**config.mk**
```make
export PLATFORM = sky130hd
export DESIGN_NAME = rv_muldiv
export DESIGN_NICKNAME = d
export VERILOG_FILES = /design/src/rtl/rv_muldiv.sv
export SDC_FILE = /design/constraint.sdc
export NUM_CORES = 1
export LEC_CHECK = 0
export ABC_AREA = 1
export ABC_CLOCK_PERIOD_IN_PS = 3540
export CORE_ASPECT_RATIO = 0.7
export CORE_UTILIZATION = 56
export DETAILED_ROUTE_END_ITERATION = 7
export PLACE_DENSITY = 0.77
export SLEW_MARGIN = 20
export SYNTH_ARGS = -nofsm -noshare
export SYNTH_HDL_FRONTEND = slang
export SYNTH_SLANG_ARGS = --single-unit
```
**constraint.sdc**
```tcl
create_clock -name clk_i -period 3.54 [get_ports clk_i]
set_input_delay 0.708 -clock clk_i [delete_from_list [all_inputs] [get_ports clk_i]]
set_output_delay 0.708 -clock clk_i [all_outputs]
set_load 0.05 [all_outputs]
```
**src/rtl/rv_muldiv.sv**
```systemverilog
// RISC-V M-extension multiply/divide unit: iterative shift-add multiply and restoring divide.
// Optional macro URV_MULDIV_FAST_MUL_EN: multiplies are computed in one step during PREP.
module rv_muldiv #(
    parameter int WIDTH          = 32,
    parameter int BITS_PER_CYCLE = 1
) (
    input  logic             clk_i,
    input  logic             rst_i,
    input  logic             start_i,
    input  logic [2:0]       fun_i,
    input  logic [WIDTH-1:0] rs1_i,
    input  logic [WIDTH-1:0] rs2_i,
    input  logic             kill_i,
    output logic             busy_o,
    output logic             done_o,
    output logic [WIDTH-1:0] result_o,
    output logic             stall_req_o
);
    localparam int N  = WIDTH / BITS_PER_CYCLE;
    localparam int CW = $clog2(N + 1);
    localparam logic [CW-1:0] CNT_LAST = CW'(N - 1);

    typedef enum logic [1:0] {
        S_IDLE,
        S_PREP,
        S_CALC,
        S_FIX
    } state_t;

    state_t               r_state;
    state_t               w_state_nxt;
    logic [2:0]           r_fun;
    logic [WIDTH-1:0]     r_a;
    logic [WIDTH-1:0]     r_b;
    logic                 r_neg_q;
    logic                 r_neg_r;
    logic [CW-1:0]        r_cnt;
    logic [2*WIDTH:0]     r_prod;
    logic [WIDTH-1:0]     r_mcand;
    logic [WIDTH:0]       r_rem;
    logic [WIDTH-1:0]     r_quo;
    logic [WIDTH-1:0]     r_div;
    logic [WIDTH-1:0]     r_result;

    logic                 w_is_div;
    logic                 w_a_signed;
    logic                 w_b_signed;
    logic                 w_a_neg;
    logic                 w_b_neg;
    logic [WIDTH-1:0]     w_mag_a;
    logic [WIDTH-1:0]     w_mag_b;
    logic                 w_div_zero;
    logic                 w_ovf;
    logic                 w_fast;
    logic [2*WIDTH:0]     w_prod_nxt;
    logic [2*WIDTH:0]     w_div_nxt;

    // Shift-add: the carry out of the upper-half add lands in bit 2*WIDTH before the shift.
    function automatic logic [2*WIDTH:0] mul_step(input logic [2*WIDTH:0] p,
                                                  input logic [WIDTH-1:0] m);
        logic [2*WIDTH:0] t;
        t = p;
        for (int i = 0; i < BITS_PER_CYCLE; i++) begin
            if (t[0])
                t[2*WIDTH:WIDTH] = t[2*WIDTH:WIDTH] + {1'b0, m};
            t = t >> 1;
        end
        return t;
    endfunction

    function automatic logic [2*WIDTH:0] div_step(input logic [WIDTH:0]   rem,
                                                  input logic [WIDTH-1:0] quo,
                                                  input logic [WIDTH-1:0] d);
        logic [WIDTH:0]   r;
        logic [WIDTH-1:0] q;
        r = rem;
        q = quo;
        for (int i = 0; i < BITS_PER_CYCLE; i++) begin
            r = {r[WIDTH-1:0], q[WIDTH-1]};
            q = {q[WIDTH-2:0], 1'b0};
            if (r >= {1'b0, d}) begin
                r    = r - {1'b0, d};
                q[0] = 1'b1;
            end
        end
        return {r, q};
    endfunction

    function automatic logic [WIDTH-1:0] mul_result(input logic [2:0]         fun,
                                                    input logic [2*WIDTH-1:0] p,
                                                    input logic               neg);
        logic [2*WIDTH-1:0] s;
        s = neg ? -p : p;
        return (fun[1:0] == 2'b00) ? s[WIDTH-1:0] : s[2*WIDTH-1:WIDTH];
    endfunction

    function automatic logic [WIDTH-1:0] div_result(input logic [2:0]       fun,
                                                    input logic [WIDTH-1:0] q,
                                                    input logic [WIDTH-1:0] r,
                                                    input logic             neg_q,
                                                    input logic             neg_r);
        if (fun[1])
            return neg_r ? -r : r;
        return neg_q ? -q : q;
    endfunction

    // Operand decode from the latched request
    assign w_is_div   = r_fun[2];
    assign w_a_signed = (r_fun == 3'b001) || (r_fun == 3'b010) ||
                        (r_fun == 3'b100) || (r_fun == 3'b110);
    assign w_b_signed = (r_fun == 3'b001) || (r_fun == 3'b100) || (r_fun == 3'b110);
    assign w_a_neg    = w_a_signed & r_a[WIDTH-1];
    assign w_b_neg    = w_b_signed & r_b[WIDTH-1];
    assign w_mag_a    = w_a_neg ? -r_a : r_a;
    assign w_mag_b    = w_b_neg ? -r_b : r_b;
    assign w_div_zero = w_is_div && (r_b == '0);
    assign w_ovf      = w_is_div && !r_fun[0] && (r_b == '1) &&
                        (r_a == {1'b1, {(WIDTH-1){1'b0}}});

    assign w_prod_nxt = mul_step(r_prod, r_mcand);
    assign w_div_nxt  = div_step(r_rem, r_quo, r_div);

`ifdef URV_MULDIV_FAST_MUL_EN
    logic [2*WIDTH-1:0] w_fast_prod;
    assign w_fast_prod = (2*WIDTH)'(w_mag_a) * (2*WIDTH)'(w_mag_b);
    assign w_fast      = !w_is_div;
`else
    assign w_fast      = 1'b0;
`endif

    always_ff @(posedge clk_i) begin
        if (rst_i)
            r_state <= S_IDLE;
        else
            r_state <= w_state_nxt;
    end

    always_comb begin
        w_state_nxt = r_state;
        busy_o      = (r_state != S_IDLE);
        done_o      = (r_state == S_FIX);
        stall_req_o = ((r_state == S_IDLE) && start_i) ||
                      (r_state == S_PREP) || (r_state == S_CALC);
        case (r_state)
            S_IDLE: begin
                if (start_i && !kill_i)
                    w_state_nxt = S_PREP;
            end
            S_PREP: begin
                if (kill_i)
                    w_state_nxt = S_IDLE;
                else if (w_div_zero || w_ovf || w_fast)
                    w_state_nxt = S_FIX;
                else
                    w_state_nxt = S_CALC;
            end
            S_CALC: begin
                if (kill_i)
                    w_state_nxt = S_IDLE;
                else if (r_cnt == CNT_LAST)
                    w_state_nxt = S_FIX;
            end
            S_FIX: begin
                w_state_nxt = S_IDLE;
            end
            default: begin
                w_state_nxt = S_IDLE;
            end
        endcase
    end

    always_ff @(posedge clk_i) begin
        if (rst_i) begin
            r_fun    <= '0;
            r_a      <= '0;
            r_b      <= '0;
            r_neg_q  <= 1'b0;
            r_neg_r  <= 1'b0;
            r_cnt    <= '0;
            r_prod   <= '0;
            r_mcand  <= '0;
            r_rem    <= '0;
            r_quo    <= '0;
            r_div    <= '0;
            r_result <= '0;
        end else begin
            case (r_state)
                S_IDLE: begin
                    if (start_i && !kill_i) begin
                        r_fun <= fun_i;
                        r_a   <= rs1_i;
                        r_b   <= rs2_i;
                    end
                end
                // Load both engines; only the one selected by r_fun matters
                S_PREP: begin
                    if (!kill_i) begin
                        r_neg_q <= w_a_neg ^ w_b_neg;
                        r_neg_r <= w_a_neg;
                        r_cnt   <= '0;
                        r_prod  <= {{(WIDTH+1){1'b0}}, w_mag_b};
                        r_mcand <= w_mag_a;
                        r_rem   <= '0;
                        r_quo   <= w_mag_a;
                        r_div   <= w_mag_b;
                        if (w_div_zero)
                            r_result <= r_fun[1] ? r_a : '1;
                        else if (w_ovf)
                            r_result <= r_fun[1] ? '0 : r_a;
`ifdef URV_MULDIV_FAST_MUL_EN
                        else if (w_fast)
                            r_result <= mul_result(r_fun, w_fast_prod, w_a_neg ^ w_b_neg);
`endif
                    end
                end
                S_CALC: begin
                    if (!kill_i) begin
                        r_cnt  <= r_cnt + CW'(1);
                        r_prod <= w_prod_nxt;
                        {r_rem, r_quo} <= w_div_nxt;
                        if (r_cnt == CNT_LAST) begin
                            if (w_is_div)
                                r_result <= div_result(r_fun, w_div_nxt[WIDTH-1:0],
                                                       w_div_nxt[2*WIDTH-1:WIDTH],
                                                       r_neg_q, r_neg_r);
                            else
                                r_result <= mul_result(r_fun, w_prod_nxt[2*WIDTH-1:0], r_neg_q);
                        end
                    end
                end
                default: begin
                end
            endcase
        end
    end

    assign result_o = r_result;

endmodule

```
==> reports/qor.yml, run 1 <==
outcome: "finished, violations left"
violations: "setup timing"
start_util_pct: 56.7
synth_cell_type_count: 58
clk_pin_slew_ps: 70
gp_congestion: 1.05
synthXorXnorAreaFrac_pct: 3.47
synth_top_family_by_area: "simple AND/OR/NAND/NOR gates"
skew_ps: 28.1
grt_pass1_vias: 24200
post-place-cells: 4707
design.die.area_um2: 42300
place_hpwl_um: 75200
port_buffers: 105
multi_input_area_um2: 15800
routed_wl_um: 99800
power_density_nw_per_um2: 482
startpoint_type: "flip-flop"
yosys-top-cells-area: "dfxtp_1 26%, nand2_1 16%, a21oi_1 8.5%, o21ai_0 7.7%, inv_1 7.2%"
num_vias: 28400
cts_tree: "yes"
tightest_slew_ps: 1030
clockRootBuffer: "clkbuf_16"
hp-class: "flip-flop to flip-flop"
slew_headroom_pct: 31.1
arrival_ps: 4040
crit_type: "flip-flop to flip-flop"
cts_max_path_buffers: 3
synth_top_area_share_pct: 25.9
routed_via_density: 5.92
synthAdderAreaFrac_pct: 4.13
post-route-drc-count: 0
area_delta_synth_final_pct: 26.3
synthesis.area_um2: 23200
postSynthCellCount: 3904
postSynthAreaPerCell_um2: 5.95
synthMuxAreaShare_pct: 0
insertion_delay_ps: 550
placed_cell_area_um2: 26800
async_flop_share_pct: 0
grt_pass1_wl_um: 144000
grt_max_degree: 123
die_y_um: 172
tns_ps: -80.6
ir_worst_vdd_mv: 0.408
coreArea_um2: 41000
initialDrtViolationCount: 4106
ioPinCount: 106
regToRegSetupSlack_ps: -30
synthSimpleGateAreaFrac_pct: 35.5
wl_per_cell_um: 20.8
die_width_um: 245
setup_viol: 4
grt.overflow.total: 0
htreeDepth: 2
cp-end-kind: "flip-flop"
numClockSinks: 301
power_mw: 14.2
setup_slack_ps: -27.2
layoutNonFillerInstCount: 4799
ys_seq_area_share_pct: 25.9
drt_pre_antenna_iters: 6
yosysTopAreaCell: "dfxtp_1"
post-place-ws_ps: -302
fin_nets: 4374
syn_nets: 4048
yosys_register_bits: 301
synth.top_cells.by_count: "996 x nand2_1, 444 x inv_1, 393 x a21oi_1, 386 x nor2_1, 358 x o21ai_0"
synth_warnings: 0
synth_flop_cell: "dfxtp_1"
fmax_mhz: 280
synth_compound_area_share_pct: 20.3
ant_nets: 0
fin_crit_sh_pct: 101
rows: 62
synth_edf_count: 0
fillCellCount: 3629
post-route-cell-area_um2: 29300
critPathRequiredTime_ps: 4010
worstPathMaxFanout: 8
drive_above_1_share_pct: 18.2
yosys.cell_count.top_type: "nand2_1"
n_antenna_cell: 0
track_usage_pct: 44.8
finalCriticalPeriod_ps: 3570
seqCellArea_um2: 6060
cts_buffers: 35
drv_cap: 0
p_leak_nw: 13.4
antenna_found_initial: 0
slew_viol_final: 0
hold_viol_final: 0
rsz0062_at_grt: "true"
cells by family after synthesis:
group,Yosys count
and+or+nand+nor,1921
AOI/OAI and AO/OA,879
buffers and inverters,635
DFF,301
xor gates and xnor gates,92
adders and majority gates,76
routing by layer:
metal	global-route usage, %	part of all wire (%)	wire [um]
met1	63.1	42	41900
met2	59.3	38	37500
met3	21.7	17	17400
met4	11.4	3.0	3010
met5	1.06	0.059	59
worst max-delay path, stage by stage, from the launching register on:
cell     delay, ps
dfxtp_1        310
inv_1           80
ha_4           290
nand2_2         70
nor2_4         230
nand2_1        110
nor2_2         190
nand2_2        100
nand2_2         90
a21oi_4         70
nand2_4        120
buf_12         150
nand2_1         90
o21ai_4         90
ha_4           160
nand2_1         60
nor2_2         160
buf_4          140
nand4_1        110
buf_4          170
nor2_2          90
nor2_1          50
nand2_1         70
nand3_1        120
nand3_1        150
nand2_1         70
a21oi_1        130
cell usage in the layout (no fill, tap or decap), types with 17 or more instances in the layout:
cell type | netlist | layout
nand3_1 | 313 | 293
ha_4 | 0 | 32
a21oi_2 | 7 | 17
clkbuf_16 | 0 | 37
buf_4 | 3 | 346
dfxtp_1 | 301 | 276
a21oi_1 | 393 | 382
or2_2 | 25 | 25
a31oi_1 | 19 | 19
o211ai_1 | 30 | 30
nand4_1 | 38 | 38
nand3_2 | 5 | 22
xor2_1 | 87 | 87
inv_2 | 10 | 26
clkdlybuf4s50_1 | 0 | 104
o22ai_1 | 17 | 17
nor3_1 | 65 | 61
o21ai_0 | 358 | 350
nand2_2 | 30 | 87
dfxtp_2 | 0 | 25
ha_1 | 71 | 35
nor2_2 | 16 | 31
nor2_1 | 386 | 356
nor2_4 | 8 | 23
inv_1 | 444 | 423
nand2_1 | 996 | 930
path summary, 6_finish.rpt:
| check | from | end | depth (start not counted) |
|---|---|---|---|
| worst max register to register | r_div[25]$_SDFFE_PP0P_ | result_o[14]$_SDFFE_PP0P_ | 26 |
| worst max-delay path | r_div[25]$_SDFFE_PP0P_ | result_o[14]$_SDFFE_PP0P_ | 26 |
| worst min register to register | r_prod[12]$_SDFFE_PP0P_ | r_prod[12]$_SDFFE_PP0P_ | 2 |
| worst min-delay path | r_prod[12]$_SDFFE_PP0P_ | r_prod[12]$_SDFFE_PP0P_ | 2 |
cell type report:
cell class                 instances  area share, %
tap                              544           2.32
sequential                       301           20.6
timing repair buffer             465           13.3
clock buffer                      47           3.38
multi-input combinational       2968           53.7
clock inverter                    15          0.721
inverter                         459           5.92
per-stage QoR:
stage          hold WS (ps)  utilization, %
2_1_floorplan           445               -
3_3_place_gp            461            65.4
3_5_place_dp            460            65.4
4_1_cts                 470            68.7
5_1_grt                 501            71.6
6_report                470            71.6
timing repair:
item / 4_1_cts / 5_1_grt
resized for setup: 32 / 238
setup buffers: 2 / 28
endpoints found under the setup margin: 29 / 30
hold buffers: 0 / 0
pin swaps: 8 / 64
cloned: 0 / 1
flip-flops by register name, indices dropped and copies added, names as in the netlist:
register and flops:
r_a 32, r_b 32, r_cnt 6, r_div 32
r_fun 3, r_mcand 32, r_neg_q 1, r_neg_r 1
r_prod 64, r_quo 32, r_rem 32, r_state 2
result_o 32
report_power, final:
part,switching (mW),internal [mW]
clock network,1.67,2.28
registers,0.179,3.53
logic,4.04,2.45
(Power assumes the default switching activity.)
==> run 2, diff against run 1 <==
--- a/config.mk
+++ b/config.mk
@@ -8,10 +8,9 @@
 export ABC_AREA = 1
 export ABC_CLOCK_PERIOD_IN_PS = 3540
 export CORE_ASPECT_RATIO = 0.7
-export CORE_UTILIZATION = 56
+export CORE_UTILIZATION = 55
 export DETAILED_ROUTE_END_ITERATION = 7
-export PLACE_DENSITY = 0.77
-export SLEW_MARGIN = 20
+export PLACE_DENSITY = 0.75
 export SYNTH_ARGS = -nofsm -noshare
 export SYNTH_HDL_FRONTEND = slang
 export SYNTH_SLANG_ARGS = --single-unit
==> run 2 against run 1 <==
  * Total power shrank 4.4%
  * Hold slack barely moved
  * Combinational power shrank 6.8%
  * Routed wire length fell by 1.7%
  * First-iteration DRC count is 3.2% lower
  * Global-route usage fell by 1.3 points
  * Cell count shrank 0.54%
  * Final area down 1.4%
  * Die area grew 1.8%
  * Non-clock buffer count shrank 22
  * The run ends with capacitance limit, slew limit left
==> reports/qor.yml, run 2 (synthesized netlist as in run 1, its figures left out) <==
drive_above_1_share_pct: 16.8
holdBufCountCts: 0
regToRegSetupSlack_ps: 40
port_buffers: 105
initialDrtViolationCount: 3973
grt.overflow.total: 0
routed_via_density: 5.87
r2r_start: "r_div[28]$_SDFFE_PP0P_"
finalCriticalPeriod_ps: 3500
crit_path_max_incr_delay_ps: 320
ioPinCount: 106
die_y_um: 174
crit_end: "result_o[4]$_SDFFE_PP0P_"
startpoint_type: "flip-flop"
grt_max_degree: 123
cts_max_path_buffers: 3
fmax_mhz: 285
cts_buffers: 31
p_leak_nw: 13.3
die_width_um: 248
whs_ps: 469
grt_pass1_vias: 24200
hold_viol_final: 0
drv_cap: 1
setup_viol: 0
crit_path_top_delay_cell: "dfxtp_2"
insertion_delay_ps: 620
cp_top_family: "simple AND/OR/NAND/NOR gates"
timing.rr.end: "result_o[4]$_SDFFE_PP0P_"
hp-class: "flip-flop to flip-flop"
final_cell_mix: "949 x nand2_1, 418 x inv_1, 385 x a21oi_1, 361 x nor2_1, 346 x o21ai_0"
startpoint: "r_div[28]$_SDFFE_PP0P_"
final_common_cell: "nand2_1"
wl_per_cell_um: 20.6
layoutNonFillerInstCount: 4773
antenna_found_initial: 1
power_density_nw_per_um2: 468
gp_congestion: 1.05
crit_type: "flip-flop to flip-flop"
tightest_slew_ps: 1610
slew_headroom_pct: -8.17
rsz0062_at_grt: "true"
worstPathMaxFanout: 22
fin_nets: 4348
numClockSinks: 301
largest_reg_flops: 64
top_register: "r_prod"
path_buf_inv: 6
design.die.area_um2: 43100
slew_viol_final: 3
violations: "capacitance limit, slew limit"
drt_pre_antenna_iters: 6
n_antenna_cell: 0
num_vias: 28000
cts_tree: "yes"
skew_ps: 18.0
fin_crit_sh_pct: 99.0
clockRootBuffer: "clkbuf_16"
place_hpwl_um: 75100
crit_top_cell: "nand2_1"
area_delta_synth_final_pct: 24.5
critPathRequiredTime_ps: 4020
start_util_pct: 56.2
rows: 62
reg2regPathDepth: 25
post-place-cells: 4701
ir_worst_vdd_mv: 0.488
cp-end-kind: "flip-flop"
min_path_cells: 2
coreArea_um2: 41300
grt_pass1_wl_um: 144000
arrival_ps: 3980
outcome: "finished, violations left"
ant_nets: 0
post-route-drc-count: 0
post-place-ws_ps: -187
htreeDepth: 1
crit_cells: 25
routed_wl_um: 98200
track_usage_pct: 43.5
clk_pin_slew_ps: 70
setup_slack_ps: 35.8
run 2: cell count changes in the layout (fill, tap and decap cells not counted), moves of 5 or more:
cell,change
nor2_1,+5
inv_2,+5
o21ai_1,+8
buf_4,-18
inv_1,-5
nand2_1,+19
nand2_2,-16
clkbuf_16,-5
run 2: cell type report:
| class | instances | area (um^2) |
|---|---|---|
| clock buffers | 41 | 833 |
| clock inverters | 17 | 295 |
| fillers | 3792 | 12400 |
| inverters | 459 | 1740 |
| multi-input cells | 2968 | 15600 |
| flip-flops and latches | 301 | 6060 |
| well taps | 544 | 681 |
| repair buffers | 443 | 3720 |
run 2: worst min path at each step:
stage	end	from	slack (ps)
after floorplan	r_prod[12]$_SDFFE_PP0P_	r_prod[12]$_SDFFE_PP0P_	450
after global placement	r_prod[12]$_SDFFE_PP0P_	r_prod[12]$_SDFFE_PP0P_	460
after detailed placement	r_prod[12]$_SDFFE_PP0P_	r_prod[12]$_SDFFE_PP0P_	460
after CTS	r_prod[12]$_SDFFE_PP0P_	r_prod[12]$_SDFFE_PP0P_	470
after global routing	r_prod[45]$_SDFFE_PP0P_	r_prod[45]$_SDFFE_PP0P_	510
final	r_prod[12]$_SDFFE_PP0P_	r_prod[12]$_SDFFE_PP0P_	470
run 2: layer usage:
metal,vias up,part of all wire (%),global-route usage (%)
met2,1808,37,55.7
li1,13400,-,-
met1,12700,44,66.9
met5,-,0.013,0
met4,2,2.4,9.30
met3,160,16,16.1
run 2: worst min-delay path, delay by kind of cell, from the launching register on:
| family | cells | cell delay, ps |
|---|---|---|
| simple gates | 1 | 60 |
| flops | 1 | 310 |
| compound gates | 1 | 50 |
run 2: per-stage QoR:
step	utilization [%]	setup TNS (ps)	area, um^2	power [mW]
finish	69.9	0	28900	13.5
floorplan	-	0	23200	6.81
global placement	64.7	-2110	26800	9.07
detailed placement	64.7	-2330	26800	9.07
global route	69.9	-787	28900	14.1
CTS	67.6	0	28000	12.8
run 2: repair_timing:
| action | 4_1_cts | 5_1_grt |
|---|---|---|
| gates resized for setup | 16 | 208 |
| hold endpoints to repair | 0 | 0 |
| setup buffers | 1 | 12 |
| endpoints found under the setup margin | 26 | 30 |
| pin swaps | 1 | 32 |
| gates cloned | 0 | 1 |
run 2: power breakdown:
| group | internal [mW] | total (mW) | switching [mW] |
|---|---|---|---|
| Combinational | 2.21 | 6.05 | 3.84 |
| Clock | 2.18 | 3.78 | 1.60 |
| Sequential | 3.53 | 3.71 | 0.175 |
| Total | 7.92 | 13.5 | 5.61 |
